--- src/rtl/mux_select_arbiter.sv ---
// rtl/mux_select_arbiter.sv - round-robin select sequencer and capture port for a 4:1 mux
module mux_select_arbiter #(
    parameter int unsigned SETTLE = 2
) (
    input  logic       clk,
    input  logic       reset,
    input  logic [3:0] req,
    input  logic       mux_out,
    input  logic       ack,
    output logic       addr0,
    output logic       addr1,
    output logic [3:0] grant,
    output logic       valid,
    output logic       data
);

    typedef enum logic [1:0] {IDLE, SELECT, HOLD} state_t;

    localparam logic [3:0] SETTLE_LAST = 4'(SETTLE - 1);

    state_t     state_q, state_d;
    logic [1:0] addr_q, addr_d;
    logic [3:0] grant_q, grant_d;
    logic       valid_q, valid_d;
    logic       data_q, data_d;
    logic [3:0] cnt_q, cnt_d;
    logic [1:0] ptr_q, ptr_d;

    logic       win_found;
    logic [1:0] win_idx;
    logic [1:0] cand;

    // Search starts one past the last completed channel, so ptr itself is tried last.
    always_comb begin
        win_found = 1'b0;
        win_idx   = ptr_q;
        cand      = ptr_q;
        for (int i = 1; i <= 4; i++) begin
            cand = ptr_q + 2'(i);
            if (!win_found && req[cand]) begin
                win_found = 1'b1;
                win_idx   = cand;
            end
        end
    end

    always_comb begin
        state_d = state_q;
        addr_d  = addr_q;
        grant_d = grant_q;
        valid_d = valid_q;
        data_d  = data_q;
        cnt_d   = cnt_q;
        ptr_d   = ptr_q;
        case (state_q)
            IDLE: begin
                valid_d = 1'b0;
                grant_d = 4'b0000;
                if (win_found) begin
                    addr_d  = win_idx;
                    grant_d = 4'b0001 << win_idx;
                    cnt_d   = 4'd0;
                    state_d = SELECT;
                end
            end
            SELECT: begin
                // A withdrawn request wins over a capture due on the same edge.
                if (!req[addr_q]) begin
                    grant_d = 4'b0000;
                    state_d = IDLE;
                end else if (cnt_q == SETTLE_LAST) begin
                    data_d  = mux_out;
                    valid_d = 1'b1;
                    state_d = HOLD;
                end else begin
                    cnt_d = cnt_q + 4'd1;
                end
            end
            HOLD: begin
                if (ack) begin
                    valid_d = 1'b0;
                    grant_d = 4'b0000;
                    ptr_d   = addr_q;
                    state_d = IDLE;
                end
            end
            default: begin
                state_d = IDLE;
            end
        endcase
    end

    always_ff @(posedge clk) begin
        if (reset) begin
            state_q <= IDLE;
            addr_q  <= 2'd0;
            grant_q <= 4'b0000;
            valid_q <= 1'b0;
            data_q  <= 1'b0;
            cnt_q   <= 4'd0;
            ptr_q   <= 2'd3;
        end else begin
            state_q <= state_d;
            addr_q  <= addr_d;
            grant_q <= grant_d;
            valid_q <= valid_d;
            data_q  <= data_d;
            cnt_q   <= cnt_d;
            ptr_q   <= ptr_d;
        end
    end

    assign addr0 = addr_q[0];
    assign addr1 = addr_q[1];
    assign grant = grant_q;
    assign valid = valid_q;
    assign data  = data_q;

endmodule

--- config.mk ---
export PLATFORM = sky130hd
export DESIGN_NAME = mux_select_arbiter
export DESIGN_NICKNAME = d
export VERILOG_FILES = /design/src/rtl/mux_select_arbiter.sv
export SDC_FILE = /design/constraint.sdc
export NUM_CORES = 1
export LEC_CHECK = 0
export ABC_AREA = 1
export BUFFER_PORTS_ARGS = -buffer_cell sky130_fd_sc_hd__buf_2
export CAP_MARGIN = 20
export CORE_ASPECT_RATIO = 1.75
export CORE_MARGIN = 2
export CORE_UTILIZATION = 48
export CTS_CLUSTER_SIZE = 28
export DETAILED_ROUTE_END_ITERATION = 6
export PLACE_DENSITY_LB_ADDON = 0.25
export SLEW_MARGIN = 20
export SYNTH_ARGS = -nofsm -noshare
export SYNTH_HDL_FRONTEND = slang
export SYNTH_SLANG_ARGS = --single-unit
--- constraint.sdc ---
create_clock -name clk -period 2.81 [get_ports clk]
set_input_delay 0.4215 -clock clk [delete_from_list [all_inputs] [get_ports clk]]
set_output_delay 0.4215 -clock clk [all_outputs]
set_load 0.05 [all_outputs]
; Yosys cells after proc, flatten, opt, wreduce, memory -nomap -nowiden
; Index checks and enable logic that the tools add are counted.
[totals]
wordCells = 78
register_bits = 16
out_inout_bits = 8
[op_classes]
order_cmp = 5
n_mux = 35
eq_ne = 10
n_reduce_logical = 16
n_addsub = 4
n_shift = 1
[ops]
columns = cell, n
row1 = $mux W4, 6
row2 = $mux W2, 8
row3 = $lt A2 B3 Y1 const B, 5
row4 = $mux W1, 12
row5 = $ne A2 B2 Y1 const B, 6
row6 = $pmux W4 S3, 1
row7 = $bmux W1 S2, 5
row8 = $reduce_and A3 Y1, 3
row9 = $pmux W4 S2, 1
row10 = $reduce_and A4 Y1, 2
row11 = $pmux W2 S3, 1
row12 = $add A2 B2 Y2 const B, 2
row13 = $add A4 B1 Y4 const B, 1
row14 = $eq A4 B1 Y1 const B, 1
row15 = $reduce_and A2 Y1, 2
row16 = $shl A1 B2 Y4 const A, 1
row17 = $logic_and A1 B1 Y1, 3
row18 = $logic_not A1 Y1, 3
row19 = $ne A3 B3 Y1 const B, 1
row20 = $pmux W1 S3, 1
row21 = $reduce_bool A3 Y1, 1
row22 = $add A2 B1 Y2 const B, 1
row23 = $eq A2 B1 Y1 const B, 1
row24 = $eq A2 B2 Y1 const B, 1
row25 = 2 further kinds, 2

; Longest topological paths before layout
[depth]
depth_word = 16
ltp_mapped = 14
depth_no_buf = 13

; Worst setup path before layout
; OpenSTA, ideal clock, no wires.
[synth_path]
path_kind = reg2reg
from = reg addr_q[0]
to = reg grant_q[1] (netlist: grant[1])
path_slack_ps = 1062
t_arrival_ps = 1683
stages_incl_launch_ff = 13
path_cell_list = dfxtp_1 > inv_1 > nand2_1 > nand3_1 > nand3_1 > nand2_1 > nor2_1 > nand2_1 > inv_1 > nand2_1 > nor2_1 > nor2_1 > nor2_1
[synth_via]
elab_chain_len = 4
[synth_lines]
columns = element, line
row1 = "start, declared", 22  ; logic [1:0] addr_q, addr_d;
row2 = "start signal, assigned", 104  ; addr_q <= addr_d;
row3 = $bmux W1 S2, 68  ; if (!req[addr_q]) begin
row4 = $mux W1 (not written as such), 68
row5 = $ne A2 B2 Y1 (no line), --
row6 = $reduce_and A3 Y1 (no line), --
row7 = "end signal, assigned", 105  ; grant_q <= grant_d;
row8 = "end, declared", 23  ; logic [3:0] grant_q, grant_d;
; Every way passes these cells. The select of a mux whose other input is x is not followed.
; A chain may end at the register's enable or synchronous reset.

; Final worst setup path
[layout_path]
from = reg ptr_q[0]
to = reg grant_q[1] (netlist: grant[1])
[layout_via]
elab_chain_len = 16
word_cells_on_any_way = 28
classes_between = add/sub: 3 / shift: 1 / mux: 18 / reduce/logical: 6
[layout_lines]
columns = element, line
row1 = "start, declared", 27  ; logic [1:0] ptr_q, ptr_d;
row2 = "start signal, assigned", 109  ; ptr_q <= ptr_d;
row3 = $add A2 B1 Y2, 39  ; cand = ptr_q + 2'(i);
row4 = $bmux W1 S2, 40  ; if (!win_found && req[cand]) begin
row5 = $mux W1 (not written as such), 40
row6 = $mux W1, 40
row7 = $logic_not A1 Y1, 40
row8 = $logic_and A1 B1 Y1, 40
row9 = $mux W1, 40
row10 = $logic_not A1 Y1, 40
row11 = $logic_and A1 B1 Y1, 40
row12 = $mux W1, 40
row13 = $logic_not A1 Y1, 40
row14 = $logic_and A1 B1 Y1, 40
row15 = $mux W2, 40
row16 = $shl A1 B2 Y4, 61  ; grant_d = 4'b0001 << win_idx;
row17 = $mux W4 (*), 59  ; if (win_found) begin
row18 = $pmux W4 S3 (*), 55  ; case (state_q)
; Mark *: on every way between the ends. The rest lies on a longest branch, timed or not. The select of a mux whose other input is x is not followed.

==> impl_metrics.tcl <==
set metrics [dict create \
    outcome "completed" \
    clock_latency_ns 0.25 \
    clk_path_buf_depth 2 \
    clkSinkCount 16 \
    netSwitchingFraction_pct 37.7 \
    io_pins 16 \
    syn_nets 177 \
    grt_antenna_before_repair 0 \
    met3_length_um 83 \
    coreArea_um2 2300 \
    hold_path.class "in2reg" \
    synthCells 163 \
    via_per_inst 5.23 \
    synth_area_leaders "dfxtp_1 28%, nand2_1 16%, nand2_4 6.8%" \
    synth_largest_area_cell "dfxtp_1" \
    power.switching_uw 272 \
    p_clk_share_pct 28.2 \
    port_buffers 15 \
    p_int_uw 449 \
    path_clk_slew_ns 0.06 \
    cpPeakStageDelay_ns 0.60 \
    synth_area_um2 1160 \
    h-tree-depth 1 \
    synth_top_area_share_pct 27.7 \
    routabilityCongestion 0.961 \
    grt_pass1_wl_um 4160 \
    synth_most_common_cell "nand2_1" \
    syn2layout_area_growth_pct 12.2 \
    postSynthAreaPerCell_um2 7.09 \
    grt_max_degree 15 \
    antennaDiodeCount 0 \
    dr.max_layer_used "met4" \
    crit_path_end_kind "flop" \
    setup_violations 0 \
    synth_seq_cells 16 \
    combPwrFrac_pct 34.7 \
    hold_violations 0 \
    synthTopCellsByCount "49 x nand2_1, 16 x dfxtp_1, 15 x nand3_1" \
    holdBufCountCts 0 \
    die_y_um 68.9 \
    yosysWarnings 0 \
    cts_buffers 3 \
    crit_chain "inv_8 -> nand2_1 -> nand2_1 -> nand2_1 -> nand2_4 -> nor2_8 -> nand3_2 -> nand2_1 -> inv_1 -> nand2_1 -> nor2_1 -> nor2_1 -> nor2_1" \
    path_class "reg2reg" \
    peakVddDrop_mv 0.394 \
    dp_hpwl_um 2100 \
    worst-path-buf-inv 2 \
    final_cell_area_um2 1300 \
    drt_iter0_markers 21 \
    period_minus_slack_ns 1.82 \
    worstPathMaxFanout 9 \
    cts_setup_buffers 0 \
    grt_overflow 0 \
    synth_async_sr_flop_share_pct 0 \
    gr-usage-all-layers_pct 21.3 \
    ctsResizeCount 0 \
    synth_edf_count 0 \
    wl_met2_um 1450 \
    synth_cell_types 29 \
    dr.pass1.iters 4 \
    drive_gt1_share_pct 24.4 \
    vias 1072 \
    crit_path_start_kind "flop" \
    start_util_pct 50.2 \
    die_x_um 41.1 \
    seq_power_share_pct 37.1 \
    synth_flop_cell "dfxtp_1" \
    cpLargestDelayFamily "simple AND/OR/NAND/NOR gates" \
    clockRootBuffer "clkbuf_8" \
    place_area_um2 1240 \
    grt_pass1_vias 1023 \
    maxCapViolations 0 \
    dieArea_um2 2830 \
    finalSetupTns_ns 0 \
    row_count 23 \
    p_leak_uw 0.000645 \
    slew_viol_final 0 \
    yosysSeqAreaShare_pct 27.7 \
    drcViolationCount 0 \
    wl_um 2570 \
    finish.utilization_pct 56.4 \
    dp_slack_ns 1.01 \
    tightest_slew_ns 0.451 \
    ant_nets 0 \
    crit_top_cell "nand2_1" \
    arrival_ns 1.95 \
    finalCritPeriodShare_pct 64.7 \
    grt_setup_unrepaired "false" \
    fin_nets 195 \
    fillers 232 \
    required_ns 2.94 \
    fmax_mhz 550 \
    wl_per_cell_um 12.5 \
    fin_skew_ns 0.00360 \
    timing.final.ws_setup_ns 0.991 \
    cellPowerDensity_nw_per_um2 556 \
    cts_tree "yes" \
    crit_slowest_cell "dfxtp_1" \
    slew_headroom_pct 69.9 \
    wl_met1_um 978 \
]
[tightest hold or removal path: stages]
cell and delay, ns:
buf_2 0.08, nor3_1 0.04, nor2_1 0.09
[path summary, 6_finish.rpt]
| kind | from | to | slack, ns | cells after the start |
|---|---|---|---|---|
| worst min register to register | valid | valid | 0.46 | 2 |
| worst min-delay path | mux_out | data | 0.42 | 3 |
| worst max register to register | ptr_q[0] | grant[1] | 0.99 | 13 |
| worst max-delay path | ptr_q[0] | grant[1] | 0.99 | 13 |
[state kept, by name, summed over array words and instances, names as in the netlist]
name / cells
data: 1
state_q: 2
cnt_q: 4
valid: 1
ptr_q: 2
grant: 4
addr_q: 2
[cells in the final DEF, fill, tap and decap left out, drive strengths merged, types with 2 or more instances in the layout]
cell    count
ha          6
nand3      16
nand2      64
clkbuf      4
buf        15
nor2       14
a21oi      11
o21ai       5
inv        16
nand4       4
xor2        2
o211ai      2
dfxtp      16
[metrics by stage]
step / power (µW) / instances / hold slack [ns]
6_report: 721 / 205 / 0.419
4_1_cts: 725 / 205 / 0.423
3_5_place_dp: 522 / 201 / 0.459
2_1_floorplan: 469 / 163 / 0.464
3_3_place_gp: 518 / 201 / 0.461
5_1_grt: 765 / 205 / 0.468
[power by group through the flow]
stage	Sequential [µW]	Clock [µW]	Combinational (µW)
floorplan	310	0	159
CTS	268	207	251
global placement	272	0	246
finish	268	203	250
global route	271	216	278
detailed placement	273	0	250
[cells by family (layout without fill, tap and decap cells)]
kind of cell | count (synthesis) | after routing | share of synthesized area (%)
fa+ha+maj | 6 | 6 | 6.49
compound gates | 22 | 22 | 12.2
buf+inv | 18 | 35 | 7.58
flops | 16 | 16 | 27.7
xor+xnor | 2 | 2 | 1.52
simple gates | 99 | 99 | 44.5
[final cells by class]
cell class | instances | area (µm²) | area share, %
Multi-Input combinational cell | 129 | 748 | 57.7
Tap cell | 25 | 31.3 | 2.41
Timing Repair Buffer | 15 | 75.1 | 5.79
Sequential cell | 16 | 320 | 24.7
Clock buffer | 4 | 55.1 | 4.24
Inverter | 16 | 67.6 | 5.21
[routing by layer]
layer / track usage [%] / up-vias
met1: 21.0 / 487
met4: 8.87 / 0
met3: 3.21 / 8
met2: 40.4 / 19
li1: - / 558
met5: 0 / -
(Power assumes the default switching activity.)
